## src/rtl/addsub_arbiter.sv

```systemverilog
// Round-robin arbiter in front of one shared significand adder-subtractor, with operand/result registers.
// Define ADDSUB_ARB_FIXED_PRIO_EN for fixed priority (lowest index wins, no rotation pointer).
//
// state | meaning
// IDLE  | no operation in flight; a valid request is accepted immediately
// EXEC  | operand register drives the shared datapath; result captured at the edge
// WAIT  | result held on out_*; a new request is accepted only together with out_ready
module addsub_arbiter #(
    parameter int width = 27,
    parameter int NREQ  = 4
) (
    input  logic                      clk,
    input  logic                      rst_n,
    input  logic [NREQ-1:0]           req_valid,
    output logic [NREQ-1:0]           req_ready,
    input  logic [NREQ*width-1:0]     req_in1,
    input  logic [NREQ*width-1:0]     req_in2,
    input  logic [NREQ-1:0]           req_eop,
    output logic [width-1:0]          dp_in1,
    output logic [width-1:0]          dp_in2,
    output logic                      dp_eop,
    input  logic [width-1:0]          dp_res,
    input  logic                      dp_carry,
    input  logic                      dp_sign_sub,
    output logic                      out_valid,
    input  logic                      out_ready,
    output logic [width-1:0]          out_res,
    output logic                      out_carry,
    output logic                      out_sign_sub,
    output logic [$clog2(NREQ)-1:0]   out_id
);

    localparam int idw = $clog2(NREQ);

    typedef enum logic [1:0] {IDLE, EXEC, WAIT} state_t;

    state_t           state;
    logic [width-1:0] op_in1;
    logic [width-1:0] op_in2;
    logic             op_eop;
    logic [idw-1:0]   op_id;

    logic             gnt_found;
    logic [idw-1:0]   gnt_idx;
    logic [NREQ-1:0]  gnt;
    logic             can_grant;
    logic             acc;
    logic [width-1:0] sel_in1;
    logic [width-1:0] sel_in2;
    logic             sel_eop;

`ifdef ADDSUB_ARB_FIXED_PRIO_EN
    always_comb begin
        gnt_found = 1'b0;
        gnt_idx   = '0;
        for (int i = NREQ - 1; i >= 0; i--) begin
            if (req_valid[i]) begin
                gnt_found = 1'b1;
                gnt_idx   = idw'(i);
            end
        end
    end
`else
    logic [idw-1:0] ptr;
    int             cand;
    logic [idw-1:0] cand_idx;

    // Search begins one past the last winner and wraps, so the last winner has lowest priority.
    always_comb begin
        gnt_found = 1'b0;
        gnt_idx   = '0;
        cand      = 0;
        cand_idx  = '0;
        for (int k = 1; k <= NREQ; k++) begin
            cand     = (int'(ptr) + k) % NREQ;
            cand_idx = idw'(cand);
            if (!gnt_found && req_valid[cand_idx]) begin
                gnt_found = 1'b1;
                gnt_idx   = cand_idx;
            end
        end
    end
`endif

    // Grant is gated by rst_n so req_ready stays low for the whole reset pulse.
    always_comb begin
        can_grant = rst_n && ((state == IDLE) || ((state == WAIT) && out_ready));
        gnt       = '0;
        if (can_grant && gnt_found) begin
            gnt[gnt_idx] = 1'b1;
        end
    end

    assign req_ready = gnt;
    assign acc       = |gnt;

    always_comb begin
        sel_in1 = '0;
        sel_in2 = '0;
        sel_eop = 1'b0;
        for (int i = 0; i < NREQ; i++) begin
            if (gnt[i]) begin
                sel_in1 = req_in1[i*width +: width];
                sel_in2 = req_in2[i*width +: width];
                sel_eop = req_eop[i];
            end
        end
    end

    // The datapath is fed straight from the operand register so it only toggles on accept.
    assign dp_in1 = op_in1;
    assign dp_in2 = op_in2;
    assign dp_eop = op_eop;

    always_ff @(posedge clk or negedge rst_n) begin
        if (!rst_n) begin
            state        <= IDLE;
            op_in1       <= '0;
            op_in2       <= '0;
            op_eop       <= 1'b0;
            op_id        <= '0;
            out_valid    <= 1'b0;
            out_res      <= '0;
            out_carry    <= 1'b0;
            out_sign_sub <= 1'b0;
            out_id       <= '0;
`ifndef ADDSUB_ARB_FIXED_PRIO_EN
            ptr          <= idw'(NREQ - 1);
`endif
        end else begin
            if (acc) begin
                op_in1 <= sel_in1;
                op_in2 <= sel_in2;
                op_eop <= sel_eop;
                op_id  <= gnt_idx;
`ifndef ADDSUB_ARB_FIXED_PRIO_EN
                ptr    <= gnt_idx;
`endif
            end
            case (state)
                IDLE: begin
                    if (acc) begin
                        state <= EXEC;
                    end
                end
                EXEC: begin
                    out_res      <= dp_res;
                    out_carry    <= dp_carry;
                    out_sign_sub <= dp_sign_sub;
                    out_id       <= op_id;
                    out_valid    <= 1'b1;
                    state        <= WAIT;
                end
                WAIT: begin
                    if (out_ready) begin
                        out_valid <= 1'b0;
                        state     <= acc ? EXEC : IDLE;
                    end
                end
                default: begin
                    state <= IDLE;
                end
            endcase
        end
    end

endmodule

```

## config.mk

```make
export PLATFORM = sky130hd
export DESIGN_NAME = addsub_arbiter
export DESIGN_NICKNAME = d
export VERILOG_FILES = /design/src/rtl/addsub_arbiter.sv
export SDC_FILE = /design/constraint.sdc
export NUM_CORES = 1
export LEC_CHECK = 0
export BUFFER_PORTS_ARGS = -buffer_cell sky130_fd_sc_hd__buf_4
export CAP_MARGIN = 30
export CORE_AREA = 2 2 135 137
export CTS_CLUSTER_DIAMETER = 60
export DETAILED_ROUTE_END_ITERATION = 8
export DIE_AREA = 0 0 137 139
export SYNTH_ARGS = -nofsm -noshare
export SYNTH_HDL_FRONTEND = slang
export SYNTH_SLANG_ARGS = --single-unit
```

## constraint.sdc

```tcl
create_clock -name clk -period 3.15 [get_ports clk]
set_clock_uncertainty 0.15 [all_clocks]
set_input_delay 0.1575 -clock clk [delete_from_list [all_inputs] [get_ports clk]]
set_output_delay 0.1575 -clock clk [all_outputs]
set_load 0.005 [all_outputs]
```

==> flow_summary.json <==
{
  "die_y_um": 139,
  "finalWirelength_um": 19120,
  "post-route-min-period_ps": 2631,
  "r2r_setup_slack_ps": 600,
  "num_rows": 49,
  "hold_path.class": "input pin to register",
  "max_freq_mhz": 380.1,
  "cp-end-kind": "output pin",
  "yosysSeqAreaShare": 0.4779,
  "clkLatencyLatePin_ps": 340,
  "drc": 0,
  "io_pins": 347,
  "firstDrtPassIters": 6,
  "synth_edf_count": 0,
  "timing.max_cap.violations": 0,
  "hp-start": "req_in1[21]",
  "finalSetupViolations": 0,
  "ant_nets": 0,
  "synth_commonest_cells": "dfrtp_1 (91), nand2_1 (58), inv_1 (57), o21ai_0 (56)",
  "grt_pass1_vias": 5722,
  "ys_ff_latch": 93,
  "drt-initial-drc-count": 261,
  "synth_cell_types": 31,
  "syn_inst": 483,
  "finalHoldViolations": 0,
  "vias": 5502,
  "die_area_um2": 19040,
  "syn-cell-area_um2": 4875,
  "dpl.hpwl_um": 13190,
  "post-place-cells": 1022,
  "drive_above_1_share": 0.4621,
  "worstMarginPinSlew_ps": 985.5,
  "holdPathEnd": "dp_in1[21]",
  "arrival_ps": 2320,
  "rr_worst_depth": 5,
  "outcome": "complete, no violations",
  "seq_area_um2": 2330,
  "cp-start-kind": "register",
  "cts_tree": "done",
  "relSlewSlack": 0.3420,
  "cts_buffer_depth": 2,
  "path_clk_slew_ps": 70,
  "ys_async_sr_fraction": 1.000,
  "postSynthAreaPerCell_um2": 10.09,
  "power_mw": 5.855,
  "gr-total-overflow": 0,
  "cp.required_ps": 2840,
  "cts.sinks": 93,
  "routabilityCongestion": 0.7890,
  "instances_no_fill": 1125,
  "min_path_cells": 4,
  "synth_area_leaders": "dfrtp_1 (47%), a221o_1 (11%), a221oi_1 (9.9%)",
  "p_leak_nw": 4.305,
  "worstReg2RegStart": "ptr[1]",
  "max-vdd-ir-drop_mv": 0.4332,
  "synth_top_area_frac": 0.4671,
  "yosysTopAreaCell": "dfrtp_1",
  "io_buffers": 346,
  "post_cts_buffers": 0,
  "fill_cells": 1641,
  "grt_pass1_wl_um": 29320,
  "die_w_um": 137,
  "cts_root_buf": "clkbuf_16",
  "antenna_found_initial": 0,
  "syn_nets": 739,
  "yosysMostFrequentCell": "dfrtp_1",
  "wl_per_cell_um": 16.99,
  "critPathKind": "register to output pin",
  "multiInputGateArea_um2": 2102,
  "cp_max_fo": 14,
  "cts_made_buffers": 9,
  "viasPerCell": 4.891,
  "grt_setup_unrepaired": "false",
  "diodes": 0,
  "grt_max_degree": 115,
  "core_area_um2": 17660,
  "period_share": 0.8353,
  "area_delta_synth_final_pct": 80.54,
  "ctsHtreeMaxLevel": 3,
  "setup_tns_ps": 0,
  "start_util": 0.2761,
  "ys.flop_type": "dfrtp_1",
  "final_max_slew_viol_count": 0,
  "nets": 1147,
  "yosysWarnings": 0,
  "cellPowerDensity_nw_per_um2": 665.3,
  "grt_usage": 0.1957,
  "r2r_end": "dp_in2[24]"
}
## kinds of logic after synthesis
family                 after synthesis  share of synthesized area
AND/OR/NAND/NOR                     79                    0.07367
buffers and inverters              104                    0.09317
flip-flops                          93                     0.4779
multiplexers                        31                    0.07161
AO/OA/AOI/OAI                      176                     0.2836
## sequential cells by signal (all words and copies together) (netlist names)
signal / flops
dp_eop: 1
dp_in1: 27
dp_in2: 27
op_id: 2
out_carry: 1
out_id: 2
out_res: 27
out_sign_sub: 1
out_valid: 1
ptr: 2
state: 2
## through the flow
step	util	setup slack (ps)	hold slack [ps]	area, um^2
floorplan	-	1097	-288.1	4875
global placement	0.4305	261.0	89.57	7601
detailed placement	0.4313	508.0	83.72	7616
CTS	0.4969	381.2	151.6	8773
global route	0.4984	405.0	173.1	8801
finish	0.4984	518.8	169.6	8801
## critical path, cell delays in order, from the launching register on
cell,delay [ps]
dfstp_2,570
nor3b_1,60
a311o_2,390
nor3b_4,590
buf_8,240
buf_4,130
## timing repair
item	in CTS	in global routing
hold buffers	86	0
gates resized for setup	0	0
hold endpoints to repair	115	0
## metal layers
metal  track usage  share of wire  up-vias
li1              -              -     2618
met5             0              0        -
met4       0.08790          0.032        0
met1        0.2181           0.39     2606
met3       0.05227          0.077       44
met2        0.3441           0.50      234
## worst max-delay path by stage
stage	startpoint	end	slack, ps	depth (start not counted)
after global routing	ptr[1]	req_ready[3]	410	5
final	ptr[1]	req_ready[3]	520	5
after detailed placement	ptr[0]	dp_in2[18]	510	6
after floorplan	ptr[0]	dp_eop	1100	7
after global placement	ptr[1]	dp_in1[3]	260	5
after CTS	ptr[0]	req_ready[1]	380	5
## power by group
| group | total, mW | internal (mW) | switching (mW) |
|---|---|---|---|
| Sequential | 2.08 | 1.75 | 0.333 |
| Clock | 1.07 | 0.603 | 0.467 |
| Combinational | 2.70 | 1.54 | 1.17 |
## area by class of cell
class,count,share of cell area
flip-flops and latches,93,0.2647
clock inverters,4,0.003412
clock buffers,12,0.03028
repair buffers,443,0.4055
multi-input cells,286,0.2388
inverters,58,0.02474
well taps,229,0.03256
## cell usage in the layout, fill, tap and decap left out, types with 2 or more instances in the layout
cell type and count:
a221o_1 55, clkbuf_16 9, dfrtp_1 91, dfstp_2 2
a221oi_1 55, mux2_2 31, nand2_1 58, nor2_1 7
clkbuf_8 3, inv_1 57, dlygate4sd3_1 86, o21ai_0 56
o21ai_1 2, nor3_1 2, nand2b_1 4, a21oi_1 3
buf_4 355
Note: power is estimated with default switching activity, not from simulation.
